## src/rtl/mlp_pkg.sv

```systemverilog
// Shared types and helpers for the sequential two-layer MLP engine: FSM states,
// accumulator width functions and the output saturation function.
package mlp_pkg;

  typedef enum logic [1:0] {IDLE, L1, L2, OUT} state_e;

  function automatic int hw_width(input int dw, input int n_in);
    return 2*dw + $clog2(n_in);
  endfunction

  function automatic int aw_width(input int dw, input int n_in, input int n_hid);
    return hw_width(dw, n_in) + dw + $clog2(n_hid);
  endfunction

  // Clamp to the signed range of an ow-bit result; caller truncates to ow bits.
  function automatic logic signed [63:0] sat_ow(input logic signed [63:0] v, input int ow);
    logic signed [63:0] vmax;
    logic signed [63:0] vmin;
    vmax = (64'sd1 <<< (ow-1)) - 64'sd1;
    vmin = -vmax - 64'sd1;
    if (v > vmax) return vmax;
    else if (v < vmin) return vmin;
    else return v;
  endfunction

endpackage

```

## src/rtl/mlp_relu.sv

```systemverilog
// Combinational ReLU on a signed value; zero latency, no flow control.
module mlp_relu #(
  parameter int W = 8
) (
  input  logic signed [W-1:0] i_val,
  output logic signed [W-1:0] o_val
);

  assign o_val = i_val[W-1] ? '0 : i_val;

endmodule

```

## src/rtl/mlp_seq_engine.sv

```systemverilog
// Sequential MLP: one input element per cycle in L1, one hidden neuron per cycle in L2.
// Latency N_IN+N_HID; result held in OUT until out_ready. MLP_SAT_EN selects saturating outputs.
module mlp_seq_engine
  import mlp_pkg::*;
#(
  parameter int N_IN  = 4,
  parameter int N_HID = 4,
  parameter int N_OUT = 2,
  parameter int DW    = 5,
  parameter int OW    = 17,
  localparam int NW   = N_IN*N_HID + N_HID*N_OUT,
  localparam int WA   = $clog2(NW)
) (
  input  logic                clk,
  input  logic                rst,
  input  logic [N_IN*DW-1:0]  x_in,
  input  logic                in_valid,
  output logic                in_ready,
  input  logic                w_we,
  input  logic [WA-1:0]       w_addr,
  input  logic [DW-1:0]       w_data,
  output logic [N_OUT*OW-1:0] y_out,
  output logic                out_valid,
  input  logic                out_ready
);

  localparam int NW1  = N_IN*N_HID;
  localparam int HW   = hw_width(DW, N_IN);
  localparam int AW   = aw_width(DW, N_IN, N_HID);
  localparam int CMAX = (N_IN > N_HID) ? N_IN : N_HID;
  localparam int CW   = $clog2(CMAX + 1);

  state_e r_state, w_state_nxt;
  logic [CW-1:0] r_cnt;
  logic signed [DW-1:0] r_x  [N_IN];
  logic signed [DW-1:0] r_w1 [N_IN][N_HID];
  logic signed [DW-1:0] r_w2 [N_HID][N_OUT];
  logic signed [HW-1:0] r_h  [N_HID];
  logic signed [AW-1:0] r_a  [N_OUT];
  logic [N_OUT*OW-1:0]  r_y;

  logic signed [DW-1:0] w_xk;
  logic signed [DW-1:0] w_w1row [N_HID];
  logic signed [HW-1:0] w_rsel;
  logic signed [DW-1:0] w_w2row [N_OUT];
  logic signed [HW-1:0] w_relu  [N_HID];
  logic signed [HW-1:0] w_h_nxt [N_HID];
  logic signed [AW-1:0] w_a_nxt [N_OUT];
  logic [N_OUT*OW-1:0]  w_y_nxt;
  logic w_last_l1, w_last_l2;

  for (genvar j = 0; j < N_HID; j++) begin : g_relu
    mlp_relu #(.W(HW)) u_relu (.i_val(r_h[j]), .o_val(w_relu[j]));
  end

  assign w_last_l1 = (r_state == L1) && (r_cnt == CW'(N_IN-1));
  assign w_last_l2 = (r_state == L2) && (r_cnt == CW'(N_HID-1));

  // The counter selects the current input element (L1) or hidden neuron (L2).
  always_comb begin
    w_xk   = '0;
    w_rsel = '0;
    for (int j = 0; j < N_HID; j++) w_w1row[j] = '0;
    for (int o = 0; o < N_OUT; o++) w_w2row[o] = '0;
    for (int k = 0; k < N_IN; k++) begin
      if (r_cnt == CW'(k)) begin
        w_xk = r_x[k];
        for (int j = 0; j < N_HID; j++) w_w1row[j] = r_w1[k][j];
      end
    end
    for (int h = 0; h < N_HID; h++) begin
      if (r_cnt == CW'(h)) begin
        w_rsel = w_relu[h];
        for (int o = 0; o < N_OUT; o++) w_w2row[o] = r_w2[h][o];
      end
    end
    for (int j = 0; j < N_HID; j++)
      w_h_nxt[j] = r_h[j] + HW'(w_xk) * HW'(w_w1row[j]);
    for (int o = 0; o < N_OUT; o++) begin
      w_a_nxt[o] = r_a[o] + AW'(w_rsel) * AW'(w_w2row[o]);
`ifdef MLP_SAT_EN
      w_y_nxt[o*OW +: OW] = OW'(sat_ow(64'(w_a_nxt[o]), OW));
`else
      w_y_nxt[o*OW +: OW] = OW'(64'(w_a_nxt[o]));
`endif
    end
  end

  always_ff @(posedge clk or posedge rst) begin
    if (rst) r_state <= IDLE;
    else     r_state <= w_state_nxt;
  end

  always_comb begin
    w_state_nxt = r_state;
    in_ready    = 1'b0;
    out_valid   = 1'b0;
    case (r_state)
      IDLE: begin
        in_ready = 1'b1;
        if (in_valid) w_state_nxt = L1;
      end
      L1:  if (w_last_l1) w_state_nxt = L2;
      L2:  if (w_last_l2) w_state_nxt = OUT;
      OUT: begin
        out_valid = 1'b1;
        if (out_ready) w_state_nxt = IDLE;
      end
      default: w_state_nxt = IDLE;
    endcase
  end

  always_ff @(posedge clk or posedge rst) begin
    if (rst) begin
      r_cnt <= '0;
      r_y   <= '0;
      for (int k = 0; k < N_IN; k++) begin
        r_x[k] <= '0;
        for (int j = 0; j < N_HID; j++) r_w1[k][j] <= '0;
      end
      for (int h = 0; h < N_HID; h++) begin
        r_h[h] <= '0;
        for (int o = 0; o < N_OUT; o++) r_w2[h][o] <= '0;
      end
      for (int o = 0; o < N_OUT; o++) r_a[o] <= '0;
    end else begin
      // Weights are only writable while idle so a running pass sees a stable set.
      if (w_we && r_state == IDLE) begin
        for (int k = 0; k < N_IN; k++)
          for (int j = 0; j < N_HID; j++)
            if (w_addr == WA'(k*N_HID + j)) r_w1[k][j] <= w_data;
        for (int h = 0; h < N_HID; h++)
          for (int o = 0; o < N_OUT; o++)
            if (w_addr == WA'(NW1 + h*N_OUT + o)) r_w2[h][o] <= w_data;
      end
      case (r_state)
        IDLE: if (in_valid) begin
          r_cnt <= '0;
          for (int k = 0; k < N_IN; k++) r_x[k] <= x_in[k*DW +: DW];
          for (int h = 0; h < N_HID; h++) r_h[h] <= '0;
          for (int o = 0; o < N_OUT; o++) r_a[o] <= '0;
        end
        L1: begin
          for (int j = 0; j < N_HID; j++) r_h[j] <= w_h_nxt[j];
          r_cnt <= w_last_l1 ? '0 : r_cnt + CW'(1);
        end
        L2: begin
          for (int o = 0; o < N_OUT; o++) r_a[o] <= w_a_nxt[o];
          r_cnt <= w_last_l2 ? '0 : r_cnt + CW'(1);
          if (w_last_l2) r_y <= w_y_nxt;
        end
        default: ;
      endcase
    end
  end

  assign y_out = r_y;

endmodule

```

## config.mk

```make
export PLATFORM = sky130hd
export DESIGN_NAME = mlp_seq_engine
export DESIGN_NICKNAME = d
export VERILOG_FILES = /design/src/rtl/mlp_pkg.sv /design/src/rtl/mlp_relu.sv /design/src/rtl/mlp_seq_engine.sv
export SDC_FILE = /design/constraint.sdc
export NUM_CORES = 1
export LEC_CHECK = 0
export CAP_MARGIN = 20
export CORE_UTILIZATION = 60
export DETAILED_ROUTE_END_ITERATION = 7
export DONT_BUFFER_PORTS = 1
export PLACE_DENSITY = 0.76
export SLEW_MARGIN = 5
export SYNTH_ARGS = -nofsm -noshare
export SYNTH_HDL_FRONTEND = slang
export SYNTH_SLANG_ARGS = --single-unit
```

## constraint.sdc

```tcl
create_clock -name clk -period 12.8 [get_ports clk]
set_input_delay 2.56 -clock clk [delete_from_list [all_inputs] [get_ports clk]]
set_output_delay 2.56 -clock clk [all_outputs]
set_load 0.01 [all_outputs]
```

==> run_results.csv, run 1 <==
group,metric,value,unit
global_routing,grt_overflow,0,
cells_and_area,drive_above_1_share,0.1153,
placement,port_buffers,0,
cts,clk_pin_slew,0.07,ns
yosys,ys.flop_type,"dfrtp_1",
placement,dpl.hpwl,38870,µm
cts,cts_tree,"done",
placement,gp_congestion,0.9269,
floorplan,core_area,35830,µm²
cts,cts_resized,0,
worst_setup_path,criticalPathCategory,"reg2reg",
sta,rsz0062_at_grt,"no",
yosys,ys_top_cells_by_area,"dfrtp_1 30%, fa_1 19%, ha_1 10%",
status,violations,"design-rule violations",
floorplan,die_height,193.4,µm
pwr,leakage,0.01165,µW
sta,hold_violations,0,
floorplan,pin_count,71,
sta,setup_viol_count_final,0,
global_routing,grt_pass1_vias,16400,
worst_setup_path,endpoint_kind,"flop",
cts,clk_latency,0.60,ns
sta,final.min_clock_period,6.773,ns
status,status,"finished with violations",
floorplan,die_w,193.4,µm
global_routing,antenna_found_initial,0,
routing,wl,52350,µm
routing,vias_per_cell,5.907,
worst_setup_path,r2r_setup_slack,6.03,ns
cts,cts.sinks,261,
routing,first_iter_violations,1055,
sta,hold-worst-slack,0.4806,ns
routing,vias,15730,
sta,drv_slew,0,
worst_hold_path,hp-class,"reg2reg",
yosys,synthDominantCellAreaShare,0.2971,
worst_setup_path,reg2regPathDepth,21,
sta,fmax,0.1477,GHz
cells_and_area,fin_nets,2611,
cells_and_area,antennaDiodeCount,0,
sta,tightest_slew,1.022,ns
routing,route.detailed.drc,8,
cts,cts_buffers,29,
yosys,yosys-top-cells-count,"266 x nand2_1, 261 x dfrtp_1, 258 x inv_1",
global_routing,track_usage,0.2916,
cells_and_area,fin_area,23280,µm²
worst_setup_path,r2r-end,"r_a[16]",
floorplan,start_util,0.6135,
routing,final_antenna_net_count,0,
pwr,powerDensity,183.4,nW/µm²
pwr,power,4268,µW
cts,cts_setup_buffers,0,
routing,wire_per_inst,19.66,µm
cts,hold_buffers,0,
yosys,synth_edf_count,0,
yosys,yosysMostFrequentCell,"nand2_1",
sta,tns,0,ns
worst_setup_path,critPathArrivalTime,7.20,ns
floorplan,dieArea,37410,µm²
worst_setup_path,critPathLaunch,"r_cnt[1]",
cells_and_area,final_cells,2663,
global_routing,grt_max_degree,121,
global_routing,grt_first_pass_wirelength,86510,µm
yosys,syn_area,21980,µm²
floorplan,placementRows,69,
cts,h-tree-depth,1,
flow_run,cap_violations,0,
worst_setup_path,worstReg2RegStart,"r_cnt[1]",
routing,drt_pass1_iterations,7,
yosys,ys.warnings.count,0,
yosys,ys_async_sr_fraction,1.000,
pwr,vdd_drop_max,0.1429,mV
yosys,syn_inst,2233,
worst_setup_path,cp.required,13.23,ns
cts,cts_buffer_depth,3,
cts,clockRootBuffer,"clkbuf_16",
yosys,syn_avg_cell_area,9.844,µm²
cells_and_area,syn2layout_area_growth,5.885,%
worst_setup_path,cp_max_fo,72,
placement,placed_area,22240,µm²
yosys,synth_fp_nets,2660,
worst_setup_path,endpoint,"r_a[16]",
sta,period_share,0.5291,
sta,maxSlewHeadroom,0.3186,
worst_setup_path,worst_setup_path_start_kind,"flop",
sta,skew,0.02198,ns
yosys,yosysTopAreaCell,"dfrtp_1",
yosys,synth_cell_types,73,
placement,place_inst,2613,
yosys,ys_ff_latch,261,
yosys,ys_seq_area_frac,0.2971,
[worst max-delay path, cell delays in order, from the launching register on]
cell and delay, ns:
dfrtp_1 0.42, inv_1 0.09, ha_2 0.16, buf_4 0.51, nor2b_1 0.55, and2_1 0.25, a22oi_1 0.08, a21oi_1 0.29
a21oi_2 0.21, or2_2 0.33, fa_1 0.53, fa_1 0.43, fa_1 0.47, fa_1 0.56, inv_1 0.05, ha_1 0.28
a211oi_1 0.32, o21ai_0 0.25, a41oi_1 0.34, a21boi_0 0.15, xnor2_1 0.22, o21ai_0 0.10
[routing by layer]
metal	vias to the layer above	share of wire	routed length [µm]	track usage
li1	7304	-	-	-
met1	7813	0.41	21680	0.3770
met2	504	0.48	25270	0.4906
met3	110	0.063	3301	0.05003
met4	0	0.040	2098	0.1141
met5	-	0	0	0
[through the flow]
| step | setup WS, ns | utilization |
|---|---|---|
| 6_report | 6.027 | 0.6497 |
| 5_1_grt | 5.658 | 0.6497 |
| 4_1_cts | 6.127 | 0.6493 |
| 3_5_place_dp | 6.162 | 0.6207 |
| 3_3_place_gp | 6.211 | 0.6207 |
| 2_1_floorplan | 3.057 | - |
[registers in the layout (all words and copies together), names as in the netlist]
name and cells:
r_a 34, r_h 48, r_w2 40, r_state 2, r_w1 80, r_cnt 3
y_out 34, r_x 20
[cell type report]
class                   count  area, µm²
multi-input cells        1616      14030
fillers                  2805      12550
flip-flops and latches    261       6531
inverters                 259      982.2
clock buffers              34      774.5
well taps                 461      576.8
clock inverters            15      250.2
repair buffers             17      131.4
[power breakdown]
group	internal (µW)	switching, µW
Sequential	1020	169
Clock	552	361
Combinational	838	1330
Total	2410	1860
[how the worst min path moves through the flow]
stage	startpoint	endpoint	cells after the start
final	r_a[6]	r_a[6]	2
after global routing	r_a[23]	r_a[23]	2
after CTS	r_a[6]	r_a[6]	2
after detailed placement	r_a[6]	r_a[6]	2
after global placement	r_a[23]	r_a[23]	2
after floorplan	r_a[12]	r_a[12]	2
[cell families after synthesis]
| group | after synthesis | share of synthesized area |
|---|---|---|
| XOR/XNOR | 63 | 0.02510 |
| adder cells (fa/ha/maj) | 392 | 0.2945 |
| buffers and inverters | 356 | 0.06568 |
| AO/OA/AOI/OAI | 394 | 0.1114 |
| flip-flops | 261 | 0.2971 |
| multiplexers | 150 | 0.07656 |
| AND/OR/NAND/NOR | 617 | 0.1297 |
[cell usage in the layout (no fill, tap or decap), types with 9 or more instances in the layout]
| cell | instances |
|---|---|
| nand2_1 | 265 |
| dfrtp_1 | 261 |
| inv_1 | 257 |
| fa_1 | 209 |
| ha_1 | 180 |
| nor2_1 | 154 |
| mux2_2 | 141 |
| a21oi_1 | 131 |
| o21ai_0 | 117 |
| nand3_1 | 50 |
| xnor2_1 | 41 |
| nand3b_1 | 36 |
| clkbuf_16 | 29 |
| a22o_1 | 26 |
| xor2_1 | 22 |
| a21o_1 | 21 |
| and2_1 | 19 |
| buf_4 | 16 |
| nor3_1 | 13 |
| nor2b_1 | 12 |
| o21ai_1 | 12 |
| o21a_1 | 11 |
| nand2b_1 | 9 |
Power figures use the tool's default switching activity.
==> run 2, diff against run 1 <==
- clock period: 12.8 -> 6.5 ns (I/O delays scaled with it)
==> run_results.csv, run 2 (synthesis results as in run 1) <==
group,metric,value,unit
pwr,clkPwrFrac,0.205,
sta,drv_slew,0,
cts,cts.sinks,261,
global_routing,antenna_found_initial,0,
sta,maxSlewHeadroom,0.2911,
routing,wl_met2,24980,µm
global_routing,grt_first_pass_wirelength,87230,µm
cells_and_area,largest_register_ffs,80,
routing,vias,15960,
worst_hold_path,hold_path_end,"r_a[6]",
cells_and_area,layout_common_cells,"265 x nand2_1, 261 x dfrtp_1, 257 x inv_1",
worst_setup_path,reg2regPathDepth,22,
pwr,powerDensity,358.9,nW/µm²
routing,drt_pass1_iterations,8,
global_routing,grt_max_degree,193,
cells_and_area,antennaDiodeCount,0,
routing,wl_met1,21990,µm
cells_and_area,syn2layout_area_growth,6.711,%
floorplan,dieArea,37410,µm²
cells_and_area,fin_nets,2624,
floorplan,die_height,193.4,µm
flow_run,cap_violations,0,
pwr,combPwrFrac,0.517,
routing,final_antenna_net_count,0,
cells_and_area,drive_above_1_share,0.1203,
cells_and_area,nFillCells,2792,
sta,setup_viol_count_final,0,
cts,h-tree-depth,1,
cts,cts_buffer_depth,3,
worst_setup_path,worst_setup_path_start_kind,"flop",
routing,vias_per_cell,5.951,
worst_setup_path,critPathArrivalTime,6.67,ns
sta,period_share,0.9571,
sta,skew,0.04510,ns
cells_and_area,layout_commonest_cell,"nand2_1",
cells_and_area,utilization,0.6547,
worst_setup_path,criticalPathCategory,"reg2reg",
worst_setup_path,r2r-end,"r_h[11]",
worst_hold_path,hold_path_depth,2,
cells_and_area,largest-register,"r_w1",
sta,setup_ws,0.2787,ns
cells_and_area,final-seq-area,6531,µm²
placement,port_buffers,0,
floorplan,pin_count,71,
pwr,leakage,0.01171,µW
cells_and_area,multi_input_area,14080,µm²
floorplan,start_util,0.6135,
cts,clk_latency,0.61,ns
cells_and_area,largestRegisters,"r_w1: 80 flops, r_h: 48 flops, r_w2: 40 flops",
routing,routed.top_layer,"met4",
worst_setup_path,cp_max_fo,35,
cts,cts_tree,"done",
cts,cts_setup_buffers,0,
floorplan,core_area,35830,µm²
sta,final.min_clock_period,6.221,ns
sta,tns,0,ns
sta,rsz0062_at_grt,"no",
floorplan,die_w,193.4,µm
worst_setup_path,critPathLaunch,"r_cnt[0]",
pwr,switching_share,0.4384,
worst_setup_path,cp.required,6.95,ns
sta,hold_violations,0,
placement,gp_congestion,0.9491,
sta,fmax,0.1607,GHz
cts,clockRootBuffer,"clkbuf_16",
cts,clk_pin_slew,0.06,ns
global_routing,track_usage,0.2910,
routing,route.detailed.drc,10,
cts,cts_buffers,30,
worst_setup_path,r2r_setup_slack,0.28,ns
status,violations,"design-rule violations",
pwr,vdd_drop_max,0.2795,mV
worst_setup_path,worstReg2RegStart,"r_cnt[0]",
pwr,seqPwrFrac,0.277,
placement,place_ws,0.3092,ns
global_routing,grt_pass1_vias,16810,
global_routing,grt_overflow,0,
worst_hold_path,worstHoldStart,"r_a[6]",
pwr,netSwitchingPower,3691,µW
worst_hold_path,hp-class,"reg2reg",
placement,dpl.hpwl,39080,µm
floorplan,placementRows,69,
routing,wl,52240,µm
sta,tightest_slew,1.063,ns
routing,first_iter_violations,1041,
worst_setup_path,endpoint_kind,"flop",
routing,wire_per_inst,19.48,µm
status,status,"finished with violations",
routing,wl_met3,2883,µm
pwr,intPower,4729,µW
[run 2: changes by cell type in the layout (fill, tap and decap cells not counted), moves of 2 or more]
cell and change:
clkbuf_1 +9, buf_4 +8, buf_12 +5, bufinv_16 -3, clkinv_2 -3, ha_2 -2
ha_4 +2, nand3_1 -2, nand3_2 +2
[run 2: worst max path at each step]
stage	end	slack (ns)	cells after the start
floorplan	r_h[47]	0.93	22
detailed placement	r_h[11]	0.31	20
global placement	r_h[11]	0.53	20
CTS	r_h[11]	0.19	20
global route	r_h[47]	0.04	23
finish	r_h[11]	0.28	22
[run 2: metrics by stage]
step,power [µW],instance area [µm²],hold WS (ns),cells
final,8420,23460,0.4848,2681
after global routing,9073,23460,0.5098,2681
after CTS,8401,23410,0.4881,2681
after detailed placement,6627,22400,0.4751,2626
after global placement,6430,22400,0.4643,2626
after floorplan,5460,21990,0.4498,2233
[run 2: per-layer routing]
metal,GRT usage,up-vias
met1,0.3799,7985
met4,0.1262,0
li1,-,7322
met3,0.04480,150
met2,0.4840,498
met5,0,-
[run 2: what timing repair did]
action | CTS | global route
setup endpoints to repair | 0 | 5
gates resized for setup | 0 | 7
hold buffers | 0 | 0
[run 2: critical path, cell delays in order, from the launching register on]
cell and delay [ns]:
dfrtp_1 0.46, inv_1 0.16, ha_1 0.24, buf_12 0.22, nand3b_1 0.11, a21oi_1 0.18
a21oi_1 0.11, o21ai_2 0.43, nand2_2 0.36, nor2_1 0.26, fa_1 0.47, fa_1 0.52
inv_1 0.05, fa_1 0.47, inv_1 0.04, ha_1 0.27, ha_1 0.32, nor2b_4 0.15
o2111ai_2 0.20, a41oi_1 0.16, or3_1 0.39, a31o_1 0.22, mux2_4 0.25
[run 2: area by class of cell]
cell class	instances	area share
Sequential cell	261	0.2784
Timing Repair Buffer	29	0.01195
Inverter	259	0.04171
Multi-Input combinational cell	1616	0.6001
Tap cell	461	0.02459
Clock buffer	45	0.03611
Clock inverter	10	0.007094
[run 2: power groups by stage]
stage	combinational [µW]	sequential (µW)	clock [µW]
floorplan	3240	2220	0
global placement	4090	2340	0
detailed placement	4280	2350	0
CTS	4320	2330	1760
global route	4880	2380	1810
finish	4350	2340	1730
